## config.mk

```make
export PLATFORM = sky130hd
export DESIGN_NAME = hazard_control
export DESIGN_NICKNAME = d
export VERILOG_FILES = /design/src/rtl/pipe_pkg.sv /design/src/rtl/sat_counter.sv /design/src/rtl/hazard_control.sv
export SDC_FILE = /design/constraint.sdc
export NUM_CORES = 1
export LEC_CHECK = 0
export ABC_AREA = 0
export ABC_CLOCK_PERIOD_IN_PS = 2100
export CAP_MARGIN = 20
export CORE_UTILIZATION = 48
export CTS_CLUSTER_DIAMETER = 80
export DETAILED_ROUTE_END_ITERATION = 8
export GPL_TIMING_DRIVEN = 0
export PLACE_DENSITY = 0.84
export SYNTH_ARGS = -nofsm -noshare
export SYNTH_HDL_FRONTEND = slang
export SYNTH_SLANG_ARGS = --single-unit
```

## constraint.sdc

```tcl
create_clock -name clk -period 2.1 [get_ports clk]
set_input_delay 0.42 -clock clk [delete_from_list [all_inputs] [get_ports clk]]
set_output_delay 0.42 -clock clk [all_outputs]
set_load 0.03 [all_outputs]
```

## src/rtl/pipe_pkg.sv

```systemverilog
// pipe_pkg: shared types and constants for the 16-bit 5-stage pipeline control.
package pipe_pkg;
  localparam int REG_W = 4;
  localparam logic [REG_W-1:0] ZERO_REG = '0;
  typedef enum logic [1:0] {RUN, MEM_WAIT, HALTED, ERROR} state_t;
endpackage

```

## src/rtl/sat_counter.sv

```systemverilog
// sat_counter: W-bit saturating up-counter with async active-low clear.
module sat_counter #(
  parameter int W = 16
) (
  input  logic         clk,
  input  logic         rst_n,
  input  logic         inc,
  output logic [W-1:0] cnt
);
  always_ff @(posedge clk or negedge rst_n)
    if (!rst_n) cnt <= '0;
    else if (inc && cnt != '1) cnt <= cnt + W'(1);
endmodule

```

## src/rtl/hazard_control.sv

```systemverilog
// hazard_control: stall/flush controller covering load-use, multi-cycle memory
// accesses and ID-resolved taken branches, with halt/timeout status and counters.
module hazard_control
  import pipe_pkg::*;
#(
  parameter int MEM_TIMEOUT = 64,
  parameter int CNT_W       = 16
) (
  input  logic             clk,
  input  logic             rst_n,
  input  logic [REG_W-1:0] ID_rs,
  input  logic [REG_W-1:0] ID_rt,
  input  logic             ID_rsValid,
  input  logic             ID_rtValid,
  input  logic [REG_W-1:0] EX_destReg,
  input  logic             EX_MemRead,
  input  logic             EX_RegWrite,
  input  logic             ID_BranchTaken,
  input  logic             MEM_MemAccess,
  input  logic             dmem_ready,
  input  logic             WB_Halt,
  output logic             PC_stall,
  output logic             IFID_stall,
  output logic             IFID_flush,
  output logic             IDEX_stall,
  output logic             IDEX_bubble,
  output logic             EXMEM_stall,
  output logic             MEMWB_bubble,
  output logic             halted,
  output logic             mem_err,
  output logic [CNT_W-1:0] stall_cnt,
  output logic [CNT_W-1:0] flush_cnt
);
  localparam int WW = $clog2(MEM_TIMEOUT + 1);
  state_t state, state_nx;
  logic [WW-1:0] wait_cnt, wait_nx, wait_inc;
  logic load_use, mem_hold, in_run, in_wait, active, frz, norm, bubble, flush, timeout;
  assign load_use = EX_MemRead & EX_RegWrite & (EX_destReg != ZERO_REG) &
                    ((ID_rsValid & (ID_rs == EX_destReg)) | (ID_rtValid & (ID_rt == EX_destReg)));
  assign mem_hold = MEM_MemAccess & ~dmem_ready;
  assign in_run   = state == RUN;
  assign in_wait  = state == MEM_WAIT;
  assign active   = in_run | in_wait;
  // MEM_WAIT keeps the pipe frozen until the outstanding access reports ready
  assign frz    = (state == ERROR) | (in_run & mem_hold) | (in_wait & ~dmem_ready);
  assign norm   = (in_run & ~mem_hold) | (in_wait & dmem_ready);
  assign bubble = norm & load_use;
  assign flush  = (norm & ~load_use & ID_BranchTaken) | (state == HALTED);
  assign PC_stall     = rst_n & (frz | bubble | (state == HALTED));
  assign IFID_stall   = rst_n & (frz | bubble);
  assign IFID_flush   = rst_n & flush;
  assign IDEX_stall   = rst_n & frz;
  assign IDEX_bubble  = rst_n & bubble;
  assign EXMEM_stall  = rst_n & frz;
  assign MEMWB_bubble = rst_n & frz;
  assign halted  = state == HALTED;
  assign mem_err = state == ERROR;
  assign wait_inc = wait_cnt + WW'(1);
  assign timeout  = in_wait & ~dmem_ready & (wait_inc >= WW'(MEM_TIMEOUT));
  always_comb begin
    state_nx = timeout ? ERROR :
               (active & WB_Halt) ? HALTED :
               (in_run & mem_hold) ? MEM_WAIT :
               (in_wait & dmem_ready) ? RUN : state;
    wait_nx  = (in_run & mem_hold) ? WW'(1) :
               (in_wait & ~dmem_ready) ? wait_inc : '0;
  end
  always_ff @(posedge clk or negedge rst_n)
    if (!rst_n) begin
      state    <= RUN;
      wait_cnt <= '0;
    end else begin
      state    <= state_nx;
      wait_cnt <= wait_nx;
    end
  sat_counter #(.W(CNT_W)) u_stall_cnt (
    .clk(clk), .rst_n(rst_n), .inc(active & PC_stall), .cnt(stall_cnt)
  );
  sat_counter #(.W(CNT_W)) u_flush_cnt (
    .clk(clk), .rst_n(rst_n), .inc(active & IFID_flush), .cnt(flush_cnt)
  );
endmodule

```

# ---- Word-level counts from Yosys, hierarchy flattened
# Index checks and enable logic that the tools add are counted.
dict set report classes {
  n_addsub 3
  mux 6
  reduce_logical 5
  n_bitwise 33
  eq_ne 7
  n_lt_le_gt_ge 1
}
# operator count
set ops {}
lappend ops {{16-bit by 1-bit adder with 16-bit output, second input constant} 2}
lappend ops {{16-bit != test, second input constant} 2}
lappend ops {{1-bit bitwise AND} 22}
lappend ops {{7-bit two-way mux} 2}
lappend ops {{4-bit equality test} 2}
lappend ops {{2-bit two-way mux} 4}
lappend ops {{1-bit OR} 8}
lappend ops {{4-bit nonzero test} 2}
lappend ops {{7-bit by 1-bit adder with 7-bit output, second input constant} 1}
lappend ops {{7-bit greater-or-equal comparator, second input constant} 1}
lappend ops {{2-bit equality test, second input constant} 2}
lappend ops {{1-bit inverter} 3}
lappend ops {{2-bit by 1-bit equality test with 1-bit output, second input constant} 1}
lappend ops {{1-bit logical AND} 2}
lappend ops {{2-bit logical NOT} 1}
dict set report totals {
  reg_bits 41
  inputBits 22
  output_inout_bits 41
}

# ---- Longest topological paths before layout
dict set report depth {
  depth_word 11
  depth_mapped 7
  ltp_nobuf 7
}

# ---- Hierarchy
# A second synthesis with hierarchy kept.
dict set report hier_totals {
  hier_cells 215
  hier_area_um2 2342.2
}
# mod area_each_um2 cells_per_inst instances seq_area_each_um2
set modules_own_cells {}
lappend modules_own_cells {sat_counter 859.6 72 2 400.4}
lappend modules_own_cells {hazard_control 623.1 71 1 225.2}

# ---- Least setup slack after synthesis
# No wires, ideal clock.
dict set report synth_timing {
  kind {in2out}
  start {in EX_destReg[0]}
  end {out PC_stall}
  stages 6
  t_arrival_ps 1780
  path_slack_ps -100
  path_cell_list {xor2_1 > nor3_2 > nand4_2 > a21boi_2 > or2_2 > nand2b_1}
}
dict set report synth_between {
  elab_chain_cells 8
}
# element line
set synth_rtl {}
lappend synth_rtl {{from (decl)} hazard_control.sv:15} ;# input logic [REG_W-1:0] EX_destReg,
lappend synth_rtl {{4-bit equality test} hazard_control.sv:39} ;# ((ID_rsValid & (ID_rs == EX_destReg)) | (ID_rtValid & (ID_rt == EX_destReg)));
lappend synth_rtl {{1-bit bitwise AND} hazard_control.sv:39}
lappend synth_rtl {{1-bit OR} hazard_control.sv:39}
lappend synth_rtl {{1-bit bitwise AND *} hazard_control.sv:38} ;# assign load_use = EX_MemRead & EX_RegWrite & (EX_destReg != ZERO_REG) &
lappend synth_rtl {{1-bit bitwise AND *} hazard_control.sv:47} ;# assign bubble = norm & load_use;
lappend synth_rtl {{1-bit OR * (2 in series)} hazard_control.sv:49} ;# assign PC_stall = rst_n & (frz | bubble | (state == HALTED));
lappend synth_rtl {{1-bit bitwise AND *} hazard_control.sv:49}
lappend synth_rtl {{to (decl)} hazard_control.sv:22} ;# output logic PC_stall,
# Every way passes the cells marked *; elsewhere a longest branch is shown, timed or not.

# ---- Worst setup path in the final report
dict set report layout_timing {
  start {in EX_destReg[2]}
  end {out PC_stall}
}
# The elaborated chain is that of the path after synthesis.

==> run summary <==
The flow ran to the end, but the final reports show violations. The final reports fail on negative setup slack. The H-tree generated during clock tree synthesis spans 2 levels. The clock sink count is 41. The diode insertion count for antenna repair is 0.

The HPWL after detailed placement is 3650 um. The worst setup path is captured at an output port. Leaving out fill and tap cells, the most frequent cell in the layout is sky130_fd_sc_hd__dfrtp_1. The number of nets produced by synthesis came out at ~230.

In this run the most used layer during global routing was met2. The die width came out at 69.8 um. At the pin with the least slew margin, the transition time is 0.599 ns.

The worst hold slack is about 0.11 ns. The DRC violation count after routing is 0. After synthesis, the largest family of logic cells by area is simple AND/OR/NAND/NOR gates. The final cycle utilization of the critical path is 1.02. The slack of the worst reg-to-reg path is approximately 0.12 ns.

The number of flops mapped to enable cells by yosys came out at 0. The initial core utilization is 0.503. The overall die area came out at 4870 sq um. The max-cap violation count is 0. Clock-pin slew was measured on the worst setup and hold paths at approximately 0.070 ns.

The share of synthesized registers carrying an async set or reset came out at 1.00. The area added between synthesis and finish is 44.7%. After synthesis the netlist holds a flip-flop and latch count of 41.

In the synthesized netlist the dominant register cell turns out to be sky130_fd_sc_hd__dfrtp_1. The via density per instance came out at between 5 and 6. The number of core rows came out at 24. The clock reaches the later pin of the worst-skew pair after between 0.2 and 0.3 ns. The hold violation count in the final report came out at 0. The routing usage on met3 is 0.0596. In this run the remaining antenna-violating nets after routing total 0. The cell area after technology mapping is between 2000 and 2500 sq um. Setup violations remaining at the end of the flow were counted as 3.

Across every metal layer, demand over resource in global routing totals 0.231. The synthesized area per cell came out at between 10 and 15 sq um. The number of placed cells counting well taps is 322. Power spread over the standard cell area amounts to between 400 and 500 nW/um^2. The first global-routing pass estimated 8810 um of wire. The final number of max-transition violations came to 0. The worst setup path is of the in -> out kind. The worst hold path class is in -> async. The maximum clock frequency came out at around 470 MHz. The worst setup path is launched from an input port. Headroom to the max-slew limit came out at 0.598. For this run, the post-layout net count is ~320.

The maximum net fanout on the critical path is 3. The global routing met2 resource utilization is 0.373. The total design power came out at around 1500 uW. The finished layout holds around 340 standard cells, fillers aside. The initial antenna violation count came out at 0. The length of the first detailed-routing pass in iterations came out at 4. In the global route stage, met1 resource usage came out at 0.298.

Buffers placed on the I/O ports in this run total 62. The maximum vdd drop came out at between 0.2 and 0.3 mV. Entering global routing, the biggest net connects 19 pins. The core outline area came out at about 4400 sq um. The synthesis warning total is 0. Setup repair after global routing could not meet its margin everywhere. The final global-route overflow total is 0. The total wire length after detailed routing came out at around 5400 um. 63 I/O pins were placed. TritonCTS built the clock tree.

The synthesized-area fraction occupied by ao, oa, aoi and oai cells came out at 0.0901. In the layout the commonest cells are sky130_fd_sc_hd__dfrtp_1 (39), sky130_fd_sc_hd__clkdlybuf4s50_1 (37), sky130_fd_sc_hd__xnor2_1 (27). The final weighted congestion in routability-driven placement is 0.779. Data arrives at the worst endpoint at around 1.7 ns. The critical path required time came out at about 1.7 ns. Setup slack on the critical path of the routed design comes to -0.0423 ns. The detailed router finished its first iteration with 93 violations. The final setup skew came out at around 0.0035 ns.

The fraction of final layout cells with drive strength greater than 1 is 0.221. The number of instances in the synthesized netlist came out at about 210. The cell chosen for the clock root is sky130_fd_sc_hd__clkbuf_8. The total number of vias came out at between 1500 and 2000. The count of distinct cell types in the synthesized netlist came out at 45. The analysis attributes to cell leakage a power of between 0.001 and 0.0015 uW.

The xor and xnor fraction of the mapped netlist area came out at 0.155. The via count of the first global-routing pass came out at around 1800. The portion of synthesized area spent on multiplexers is 0.0266. The largest buffer count on any clock path came out at 2.

The share of the yosys chip area belonging to registers came out at 0.465. The sequential cell area in the final layout is 1030 sq um. In this run the vertical extent of the chip is 69.8 um.

Buffers inserted during clock tree synthesis total 5. The area of the multi-input gates came out at 1230 sq um. Of the total synthesized cell area, the portion taken by full adders, half adders and majority gates is 0.0170. The average wire per standard cell is roughly 16 um. The area fraction in and, or, nand and nor cells after synthesis came out at 0.225. The number of filler instances in the final layout is between 300 and 400. The time the final worst path needs with I/O delays and setup is around 2.1 ns.
[worst paths after layout]
check	start	end	cells past startpoint
min in group clk	u_stall_cnt.cnt[7]	u_stall_cnt.cnt[7]	1
worst max-delay path	EX_destReg[2]	PC_stall	8
worst max register to register	u_stall_cnt.cnt[0]	u_stall_cnt.cnt[13]	7
worst min register to register	u_stall_cnt.cnt[7]	u_stall_cnt.cnt[7]	1
max in group asynchronous	rst_n	u_flush_cnt.cnt[7]	2
worst min-delay path	rst_n	wait_cnt[4]	2
[layer usage]
| metal | part of all wire | routed length, um |
|---|---|---|
| met3 | 0.047 | 255 |
| met5 | 0 | 0 |
| met1 | 0.44 | 2390 |
| met2 | 0.49 | 2690 |
| met4 | 0.020 | 111 |
[cell type report]
cell class                 instances  share of cell area
buffer                             6              0.0157
clock buffer                       7              0.0270
inverter                           3             0.00431
multi-input combinational        157               0.385
sequential                        41               0.322
tap                               52              0.0204
timing repair buffer              76               0.226
[cell families after synthesis]
family | Yosys count
and+or+nand+nor | 84
DFF | 41
xor gates and xnor gates | 39
AOI/OAI and AO/OA | 26
buffers and inverters | 9
muxes | 5
adders and majority gates | 3
[flip-flops by register name, indices dropped and copies added, names as in the netlist]
signal,count
wait_cnt,7
u_flush_cnt.cnt,16
state,2
u_stall_cnt.cnt,16
[synthesized netlist by cell type (3+ instances only)]
| cell | number | area (sq um) |
|---|---|---|
| sky130_fd_sc_hd__xnor2_1 | 29 | 254 |
| sky130_fd_sc_hd__nand3_1 | 9 | 45.0 |
| sky130_fd_sc_hd__nand4_1 | 5 | 31.3 |
| sky130_fd_sc_hd__xor2_1 | 10 | 87.6 |
| sky130_fd_sc_hd__buf_4 | 3 | 22.5 |
| sky130_fd_sc_hd__o2111ai_1 | 4 | 35.0 |
| sky130_fd_sc_hd__nand2_1 | 15 | 56.3 |
| sky130_fd_sc_hd__mux2_1 | 3 | 33.8 |
| sky130_fd_sc_hd__dfrtp_1 | 41 | 1030 |
| sky130_fd_sc_hd__o211ai_1 | 9 | 67.6 |
| sky130_fd_sc_hd__nor2_1 | 15 | 56.3 |
| sky130_fd_sc_hd__ha_1 | 3 | 37.5 |
| sky130_fd_sc_hd__and3_1 | 13 | 81.3 |
| sky130_fd_sc_hd__nor3_1 | 6 | 30.0 |
| sky130_fd_sc_hd__and4_1 | 5 | 43.8 |
[worst max-delay path: stages]
cell	delay (ns)
sky130_fd_sc_hd__buf_2	0.14
sky130_fd_sc_hd__xor2_1	0.18
sky130_fd_sc_hd__nor3_2	0.26
sky130_fd_sc_hd__nand4_4	0.15
sky130_fd_sc_hd__a21boi_4	0.20
sky130_fd_sc_hd__or2_4	0.14
sky130_fd_sc_hd__nand2b_4	0.11
sky130_fd_sc_hd__buf_6	0.13
[power breakdown]
part           internal, uW  leakage (uW)  switching (uW)
Combinational          99.1      0.000787             122
Clock                   261     0.0000443             259
Sequential              795      0.000564            10.0
Total                  1150       0.00140             392
[metrics by stage]
| step | utilization | TNS, ns | cell area, sq um | worst slack, ns |
|---|---|---|---|---|
| floorplan | - | -0.0273 | 2210 | -0.0273 |
| global placement | 0.661 | -81.69 | 2900 | -2.43 |
| detailed placement | 0.664 | -16.86 | 2910 | -1.18 |
| CTS | 0.714 | -0.252 | 3130 | -0.0959 |
| global route | 0.728 | -0.276 | 3190 | -0.0970 |
| finish | 0.728 | -0.0896 | 3190 | -0.0423 |
[timing repair]
action | in CTS | in global routing
hold endpoints to repair | 8 | 0
gates cloned | 1 | 0
hold buffers | 1 | 0
endpoints found under the setup margin | 21 | 8
gates resized for setup | 83 | 21
pin swaps | 11 | 11
setup buffers | 5 | 6
No activity file was read; power rests on OpenSTA's default activity.
